**config.mk**
```make
export PLATFORM = sky130hd
export DESIGN_NAME = victim_way_sel_flat
export DESIGN_NICKNAME = d
export VERILOG_FILES = /design/src/rtl/victim_way_sel_if.sv /design/src/rtl/victim_way_sel.sv /design/src/flat_wrapper.sv
export SDC_FILE = /design/constraint.sdc
export NUM_CORES = 1
export LEC_CHECK = 0
export CAP_MARGIN = 10
export CELL_PAD_IN_SITES_DETAIL_PLACEMENT = 1
export CELL_PAD_IN_SITES_GLOBAL_PLACEMENT = 2
export CORE_MARGIN = 2
export CORE_UTILIZATION = 37
export CTS_BUF_LIST = sky130_fd_sc_hd__clkbuf_8
export CTS_CLUSTER_SIZE = 40
export DETAILED_ROUTE_END_ITERATION = 12
export PLACE_DENSITY = 0.82
export SYNTH_ARGS = -nofsm -noshare
export SYNTH_HDL_FRONTEND = slang
export SYNTH_SLANG_ARGS = --single-unit
```
**constraint.sdc**
```tcl
create_clock -name clk_i -period 2.2 [get_ports clk_i]
set_input_delay 0.44 -clock clk_i [delete_from_list [all_inputs] [get_ports clk_i]]
set_output_delay 0.44 -clock clk_i [all_outputs]
set_load 0.02 [all_outputs]
```
**src/rtl/victim_way_sel_if.sv**
```systemverilog
// ---------------------------------------------------------------------------
// victim_way_sel_if
// Handshake bundle between the miss handler (master) and the victim-way
// selector (slave).
//   req_valid_i / req_ready_o    miss request handshake
//   req_set_i                    set index of the miss
//   req_way_valid_i              per-way valid bits of that set
//   rsp_valid_o / rsp_ready_i    victim result handshake
//   rsp_set_o                    set index echoed from the request
//   rsp_way_bin_o / rsp_way_oh_o victim way, binary and one-hot
//   rsp_from_rr_o                1 = victim from round-robin pointer
// Signal suffixes are from the selector's point of view.
// ---------------------------------------------------------------------------
interface victim_way_sel_if #(
  parameter int WAY_NUM = 4,
  parameter int SET_NUM = 64
);
  localparam int WW = $clog2(WAY_NUM);
  localparam int SW = $clog2(SET_NUM);

  logic               req_valid_i;
  logic               req_ready_o;
  logic [SW-1:0]      req_set_i;
  logic [WAY_NUM-1:0] req_way_valid_i;
  logic               rsp_valid_o;
  logic               rsp_ready_i;
  logic [SW-1:0]      rsp_set_o;
  logic [WW-1:0]      rsp_way_bin_o;
  logic [WAY_NUM-1:0] rsp_way_oh_o;
  logic               rsp_from_rr_o;

  modport slave (
    input  req_valid_i, req_set_i, req_way_valid_i, rsp_ready_i,
    output req_ready_o, rsp_valid_o, rsp_set_o, rsp_way_bin_o,
           rsp_way_oh_o, rsp_from_rr_o
  );

  modport master (
    output req_valid_i, req_set_i, req_way_valid_i, rsp_ready_i,
    input  req_ready_o, rsp_valid_o, rsp_set_o, rsp_way_bin_o,
           rsp_way_oh_o, rsp_from_rr_o
  );
endinterface

```
**src/rtl/victim_way_sel.sv**
```systemverilog
// ---------------------------------------------------------------------------
// victim_way_sel
// Replacement-victim selector for the cache fill path. On each accepted miss
// request it picks the lowest-numbered invalid way, or, when every way of the
// set is valid, the set's round-robin pointer (which then advances). The
// result is presented one cycle later through a single output register as a
// one-hot way-enable and a binary way index.
// Ports:
//   clk_i    clock, all state on the rising edge
//   rst_ni   asynchronous active-low reset
//   flush_i  synchronous clear of every round-robin pointer
//   bus      victim_way_sel_if.slave request/response handshake
// ---------------------------------------------------------------------------
module victim_way_sel #(
  parameter int WAY_NUM = 4,
  parameter int SET_NUM = 64,
  localparam int WW = $clog2(WAY_NUM),
  localparam int SW = $clog2(SET_NUM)
) (
  input  logic                  clk_i,
  input  logic                  rst_ni,
  input  logic                  flush_i,
  victim_way_sel_if.slave       bus
);

  logic [WW-1:0]      rr_ptr_q [SET_NUM];

  logic               rsp_valid_q, rsp_valid_d;
  logic [SW-1:0]      rsp_set_q, rsp_set_d;
  logic [WW-1:0]      rsp_bin_q, rsp_bin_d;
  logic [WAY_NUM-1:0] rsp_oh_q, rsp_oh_d;
  logic               rsp_rr_q, rsp_rr_d;

  logic               req_ready;
  logic               accept;
  logic               all_valid;
  logic [WW-1:0]      inv_bin;
  logic [WW-1:0]      victim_bin;
  logic [WAY_NUM-1:0] victim_oh;

  // Full-throughput single stage: a new request may enter in the same cycle
  // the held result is consumed.
  assign req_ready = !rsp_valid_q || bus.rsp_ready_i;
  assign accept    = bus.req_valid_i && req_ready;
  assign all_valid = &bus.req_way_valid_i;

  // Lowest invalid way: scan from the top so the lowest index wins last.
  always_comb begin
    inv_bin = '0;
    for (int i = WAY_NUM - 1; i >= 0; i--) begin
      if (!bus.req_way_valid_i[i]) inv_bin = WW'(i);
    end
  end

  // One decision feeds both encodings, so they can never disagree.
  always_comb begin
    victim_bin            = all_valid ? rr_ptr_q[bus.req_set_i] : inv_bin;
    victim_oh             = '0;
    victim_oh[victim_bin] = 1'b1;
  end

  always_comb begin
    rsp_valid_d = rsp_valid_q;
    rsp_set_d   = rsp_set_q;
    rsp_bin_d   = rsp_bin_q;
    rsp_oh_d    = rsp_oh_q;
    rsp_rr_d    = rsp_rr_q;
    if (accept) begin
      rsp_valid_d = 1'b1;
      rsp_set_d   = bus.req_set_i;
      rsp_bin_d   = victim_bin;
      rsp_oh_d    = victim_oh;
      rsp_rr_d    = all_valid;
    end else if (bus.rsp_ready_i) begin
      // Payload is left as-is once consumed; only valid drops.
      rsp_valid_d = 1'b0;
    end
  end

  always_ff @(posedge clk_i or negedge rst_ni) begin
    if (!rst_ni) begin
      rsp_valid_q <= 1'b0;
      rsp_set_q   <= '0;
      rsp_bin_q   <= '0;
      rsp_oh_q    <= '0;
      rsp_rr_q    <= 1'b0;
    end else begin
      rsp_valid_q <= rsp_valid_d;
      rsp_set_q   <= rsp_set_d;
      rsp_bin_q   <= rsp_bin_d;
      rsp_oh_q    <= rsp_oh_d;
      rsp_rr_q    <= rsp_rr_d;
    end
  end

  // Pointer advances at accept (not at response) so back-to-back requests to
  // one set get consecutive ways. Flush has priority over the increment; the
  // victim of a simultaneous request has already used the pre-flush value.
  // Pointer width is exactly WW bits, so the +1 wraps WAY_NUM-1 to 0.
  always_ff @(posedge clk_i or negedge rst_ni) begin
    if (!rst_ni) begin
      for (int s = 0; s < SET_NUM; s++) rr_ptr_q[s] <= '0;
    end else if (flush_i) begin
      for (int s = 0; s < SET_NUM; s++) rr_ptr_q[s] <= '0;
    end else if (accept && all_valid) begin
      rr_ptr_q[bus.req_set_i] <= rr_ptr_q[bus.req_set_i] + WW'(1);
    end
  end

  assign bus.req_ready_o   = req_ready;
  assign bus.rsp_valid_o   = rsp_valid_q;
  assign bus.rsp_set_o     = rsp_set_q;
  assign bus.rsp_way_bin_o = rsp_bin_q;
  assign bus.rsp_way_oh_o  = rsp_oh_q;
  assign bus.rsp_from_rr_o = rsp_rr_q;

endmodule

```
**src/flat_wrapper.sv**
```systemverilog
// flat-port wrapper written by rule: the top's interface ports become plain ports
module victim_way_sel_flat 
#(
  parameter int WAY_NUM = 4,
  parameter int SET_NUM = 64,
  localparam int WW = $clog2(WAY_NUM),
  localparam int SW = $clog2(SET_NUM)
)
  (clk_i, rst_ni, flush_i, bus_req_valid_i, bus_req_set_i, bus_req_way_valid_i, bus_rsp_ready_i, bus_req_ready_o, bus_rsp_valid_o, bus_rsp_set_o, bus_rsp_way_bin_o, bus_rsp_way_oh_o, bus_rsp_from_rr_o);
  victim_way_sel_if #(.WAY_NUM(WAY_NUM), .SET_NUM(SET_NUM)) bus_i ();
  input  logic clk_i;
  input  logic rst_ni;
  input  logic flush_i;
  input wire logic [$bits(bus_i.req_valid_i)-1:0] bus_req_valid_i;
  input wire logic [$bits(bus_i.req_set_i)-1:0] bus_req_set_i;
  input wire logic [$bits(bus_i.req_way_valid_i)-1:0] bus_req_way_valid_i;
  input wire logic [$bits(bus_i.rsp_ready_i)-1:0] bus_rsp_ready_i;
  output wire logic [$bits(bus_i.req_ready_o)-1:0] bus_req_ready_o;
  output wire logic [$bits(bus_i.rsp_valid_o)-1:0] bus_rsp_valid_o;
  output wire logic [$bits(bus_i.rsp_set_o)-1:0] bus_rsp_set_o;
  output wire logic [$bits(bus_i.rsp_way_bin_o)-1:0] bus_rsp_way_bin_o;
  output wire logic [$bits(bus_i.rsp_way_oh_o)-1:0] bus_rsp_way_oh_o;
  output wire logic [$bits(bus_i.rsp_from_rr_o)-1:0] bus_rsp_from_rr_o;
  assign bus_i.req_valid_i = bus_req_valid_i;
  assign bus_i.req_set_i = bus_req_set_i;
  assign bus_i.req_way_valid_i = bus_req_way_valid_i;
  assign bus_i.rsp_ready_i = bus_rsp_ready_i;
  assign bus_req_ready_o = bus_i.req_ready_o;
  assign bus_rsp_valid_o = bus_i.rsp_valid_o;
  assign bus_rsp_set_o = bus_i.rsp_set_o;
  assign bus_rsp_way_bin_o = bus_i.rsp_way_bin_o;
  assign bus_rsp_way_oh_o = bus_i.rsp_way_oh_o;
  assign bus_rsp_from_rr_o = bus_i.rsp_from_rr_o;
  victim_way_sel #(.WAY_NUM(WAY_NUM), .SET_NUM(SET_NUM)) u_core (.clk_i(clk_i), .rst_ni(rst_ni), .flush_i(flush_i), .bus(bus_i));
endmodule
```
# Word level (Yosys, flattened, before mapping)
# Index checks and enable logic that the tools add are counted.
# totals
out_inout_bits	15
wordCells	101
reg_bits	142
# op_classes
n_reduce_logical	9
n_addsub	1
magnitude_cmp	4
n_mux	17
bitwise	1
# op_table
operator	count
$mux W128	2
$bwmux W128	1
$mux W2	8
$bmux W2 S6	1
$demux W2 S6	1
$ge A7 B7 Y1 const B	1
$lt A7 B1 Y1 const B	1
$not A6 Y7	1
$logic_and A1 B1 Y1	4
$reduce_and A4 Y1	1
$reduce_bool A2 Y1	2
$lt A2 B3 Y1 const B	1
$mux W1	3
$add A2 B1 Y2 const B	1
$demux W1 S2	1
$ge A2 B1 Y1 const B	1
$logic_not A1 Y1	1
$logic_or A1 B1 Y1	1

# Depth between registers and ports, before layout
# logic_depth
depth_word	9
ltp_mapped	13

# Worst setup path after synthesis
# No wires, ideal clock.
# synth_timing
path_kind	input -> register
from	input bus_req_set_i[1]
to	register u_core.rr_ptr_q[17] in the netlist's numbering
stages	12
required_time_ps	2067
setup_slack_ps	-449
t_arrival_ps	2516
path_cell_list	buf_6 > nor2b_1 > buf_6 > and2_1 > buf_6 > a222oi_1 > nor2_1 > a221oi_2 > nand2_1 > mux2i_2 > buf_2 > o31ai_1
# synth_between
elab_chain_cells	8
elab_cells_between_ends	13
# synth_rtl
element	line_no	rtl
start: declaration	flat_wrapper.sv:15	input wire logic [$bits(bus_i.req_set_i)-1:0] bus_req_set_i;
$not A6 Y7 (implied by the code) (*)	victim_way_sel.sv:106	rr_ptr_q[bus.req_set_i] <= rr_ptr_q[bus.req_set_i] + WW'(1);
$bmux W2 S6 (tied with other cells)	victim_way_sel.sv:106	
$mux W2 (implied by the code) / $logic_and A1 B1 Y1 (equally long branches)	victim_way_sel.sv:106	
$mux W2 (implied by the code)	victim_way_sel.sv:106	
$add A2 B1 Y2 / $demux W2 S6 (equally long branches)	victim_way_sel.sv:106	
$bwmux W128 (*)	victim_way_sel.sv:106	
$mux W128 (*)	victim_way_sel.sv:105	end else if (accept && all_valid) begin
$mux W128 (*)	victim_way_sel.sv:103	end else if (flush_i) begin
end signal: indexed assignment	victim_way_sel.sv:106	
end: declaration	victim_way_sel.sv:26	logic [WW-1:0] rr_ptr_q [SET_NUM];
# Mark *: on every way between the ends. The rest lies on a longest branch, timed or not. The select of a mux whose other input is x is not followed.
# A chain may end at the register's enable or synchronous reset.

# Worst setup path in the final report
# layout_timing
from	register u_core.rr_ptr_q[8] in the netlist's numbering
to	register u_core.rr_ptr_q[115] in the netlist's numbering
# layout_between
elab_chain_cells	7
# layout_rtl
element	line_no
$bmux W2 S6	victim_way_sel.sv:106
$mux W2 (implied by the code) (2 in a row)	victim_way_sel.sv:106
$add A2 B1 Y2	victim_way_sel.sv:106
$bwmux W128	victim_way_sel.sv:106
$mux W128	victim_way_sel.sv:105
$mux W128	victim_way_sel.sv:103
# No other way between the ends. The select of a mux whose other input is x is not followed.

==> impl_metrics.yaml <==
status:
  run_status: "finished, violations left"
  violations: "negative setup slack"
synthesis:
  syn_inst: 827
  synthTopCellsByCount: "dfrtp_1 (142), nand2_1 (105), a21oi_1 (59)"
  syn_nets: 842
  synthDistinctLibCells: 61
  synth_area_mm2: 0.00764
  yosysTopAreaCell: "dfrtp_1"
  synthArstFlopShare_pct: 100
  dominantRegCellSynth: "dfrtp_1"
  ys_seq_area_share_pct: 46.5
  synth_edf_count: 0
  syn_area_per_cell_um2: 9.24
  synthMostInstantiatedCell: "dfrtp_1"
  synth_seq_cells: 142
  synthTopCellsByArea: "dfrtp_1 (47%), nand2_1 (5.2%), mux2i_1 (5.1%)"
  synth_top_area_share_pct: 46.5
  ys_warn_count: 0
placed_design:
  dp.cells: 1226
  portBuffers: 29
  dp_slack_ps: -1210
  place_congestion: 0.934
  hpwlAfterDp_mm: 22.8
worst_setup_path:
  required_ps: 2560
  reg2reg_slack_ps: -850
  crit_path_cell_trace: "mux2_4 -> a221o_1 -> a222oi_1 -> buf_4 -> nor2_2 -> a221oi_4 -> nand2_4 -> mux2i_4 -> buf_12 -> o41ai_1"
  worst_r2r_path_depth: 10
  crit_path_max_incr_delay_ps: 450
  path_class: "reg -> reg"
  end_kind: "flip-flop"
  r2r-end: "u_core.rr_ptr_q[115]"
  reg2reg_from: "u_core.rr_ptr_q[8]"
  critPathLaunchType: "flip-flop"
  critPathArrivalTime_ps: 3400
  cpMaxStageDelayCell: "a222oi_1"
  worstPathMaxFanout: 8
finish:
  final_util_pct: 55.5
  synthToLayoutAreaGrowth_pct: 46.8
  n_antenna_cell: 0
  final_layout_size_suffix_gt1_share_pct: 39.8
  nets: 1022
  fin_cells: 1289
grt:
  grt_antenna_before_repair: 1
  grt_start_max_net_pins: 85
  first_global_vias: 8503
  grt_usage_pct: 31.0
  grt-ovfl-total: 0
  grt_pass1_wl_mm: 51.2
drt:
  postRouteAntennaNets: 0
  routed_wl_mm: 35.9
  drc: 0
  viasPerCell: 6.36
  drt_iter0_markers: 759
  wl_per_cell_um: 27.9
  vias: 8201
  first_pass_iters: 5
sta:
  period_needed_ps: 3050
  period_share_pct: 139
  slew_headroom_pct: 17.7
  finalHoldViolCount: 0
  fin_ws_ps: -848
  fmax_mhz: 328
  skew_ps: 22.0
  finalSetupViolations: 134
  maxSlewViolCount: 0
  rsz0062_at_grt: "yes"
  worstMarginPinSlew_ps: 1230
cts:
  cts_buffers: 17
  cts.sinks: 142
  clock_tree.root_cell: "clkbuf_8"
  cts_tree: "built"
  path_clk_slew_ps: 80
  cts_buffer_depth: 2
  clk_latency_ps: 490
  cts.htree.levels: 4
floorplanning:
  die-area_mm2: 0.0218
  num_rows: 52
  core_area_mm2: 0.0202
  ios: 30
  die_w_um: 148
  initial_utilization_pct: 37.8
  die_h_um: 148
min_path:
  hp-class: "in -> reg"
  hp-start: "bus_req_set_i[4]"
  hold_end: "u_core.bus.rsp_set_o[4]"
  whs_path_depth: 2
run:
  maxCapViolCount: 0
power:
  power_density_mw_per_mm2: 548
  p_leak_nw: 4.72
  peakVddDrop_mv: 0.316
==> report_power, final <==
group / internal (mW) / switching [mW] / total, mW / leakage, nW
Combinational: 0.444 / 0.644 / 1.09 / 2.53
Clock: 1.27 / 1.14 / 2.40 / 0.220
Sequential: 2.64 / 0.0176 / 2.66 / 1.96
==> per-stage QoR <==
stage / instance area [um^2] / power, mW / hold slack (ps) / TNS (ps)
floorplan: 7910 / 3.11 / 144 / -27940
global placement: 9510 / 3.52 / 436 / -132800
detailed placement: 9510 / 3.54 / 441 / -140520
CTS: 10500 / 6.00 / 394 / -76580
global route: 11200 / 6.30 / 410 / -93630
finish: 11200 / 6.15 / 403 / -92620
==> cell type report <==
cell class	instances	area, um^2
well taps	270	338
clock inverters	13	186
inverters	3	11.3
repair buffers	236	2290
clock buffers	18	248
multi-input cells	607	4590
fillers	2194	9010
flip-flops and latches	142	3550
==> placed cells by master (no fill, tap or decap), types with 5 or more instances in the layout <==
cell type / synthesis / final
buf_4: 1 / 166
dfrtp_1: 142 / 142
nand2_1: 105 / 98
nor2_1: 58 / 55
nand3_1: 58 / 46
mux2i_1: 39 / 36
o21ai_0: 41 / 33
a21oi_1: 59 / 33
a22oi_1: 35 / 27
a21oi_2: 0 / 26
nor3_1: 27 / 25
clkdlybuf4s50_1: 0 / 20
clkbuf_8: 0 / 18
buf_12: 0 / 16
buf_6: 7 / 15
a311oi_2: 1 / 12
nor2b_1: 14 / 11
and2_1: 16 / 11
nand3_2: 0 / 11
o22ai_1: 19 / 11
mux2_2: 11 / 10
a22oi_2: 0 / 8
o31ai_4: 0 / 8
o21ai_1: 0 / 8
o22ai_2: 0 / 7
a31oi_1: 9 / 6
a211oi_2: 0 / 6
clkbuf_16: 0 / 6
nand2b_1: 5 / 5
mux4_2: 5 / 5
a221oi_2: 2 / 5
o31ai_2: 0 / 5
o32ai_2: 0 / 5
a41oi_1: 6 / 5
==> how the worst max path moves through the flow <==
stage | start | end | slack [ps] | cells after the start
after floorplan | bus_req_set_i[1] | u_core.rr_ptr_q[93] | -350 | 12
after global placement | bus_req_set_i[0] | u_core.rr_ptr_q[15] | -1110 | 13
after detailed placement | bus_req_set_i[0] | u_core.rr_ptr_q[121] | -1210 | 13
after CTS | u_core.rr_ptr_q[8] | u_core.rr_ptr_q[26] | -640 | 10
after global routing | u_core.rr_ptr_q[8] | u_core.rr_ptr_q[115] | -880 | 10
final | u_core.rr_ptr_q[8] | u_core.rr_ptr_q[115] | -850 | 10
==> worst max-delay path, delay by kind of cell, from the launching register on <==
family / cells / cell delay [ps]
flip-flops: 1 / 390
AO/OA/AOI/OAI: 4 / 1380
buffers and inverters: 2 / 410
multiplexers: 2 / 540
AND/OR/NAND/NOR: 2 / 190
==> per-layer routing <==
layer | GRT usage (%) | vias up | routed length [um]
li1 | - | 3412 | -
met1 | 39.7 | 4235 | 14400
met2 | 50.5 | 417 | 17000
met3 | 6.11 | 135 | 2650
met4 | 14.5 | 2 | 1800
met5 | 0 | - | 11
==> cell families (layout without fill, tap and decap cells) <==
logic type                Yosys count  count (layout)  share of synthesized area, %
buffers and inverters              78             270                          4.85
muxes                              57              57                          8.53
and+or+nand+nor                   306             306                          18.6
DFF                               142             142                          46.5
AOI/OAI and AO/OA                 243             243                          21.3
xor gates and xnor gates            1               1                         0.213
==> state kept, by name, indices dropped and copies added (netlist names) <==
signal,count
u_core.bus.rsp_valid_o,1
u_core.bus.rsp_from_rr_o,1
u_core.rr_ptr_q,128
u_core.bus.rsp_set_o,6
u_core.bus.rsp_way_oh_o,4
u_core.bus.rsp_way_bin_o,2
==> what timing repair did <==
item | 4_1_cts | 5_1_grt
hold buffers | 1 | 0
gates cloned | 4 | 6
setup endpoints to repair | 134 | 135
gates resized for setup | 67 | 119
pin swaps | 18 | 27
buffers inserted | 16 | 12
endpoints found under the hold margin | 49 | 0
No activity file was read; power rests on OpenSTA's default activity.
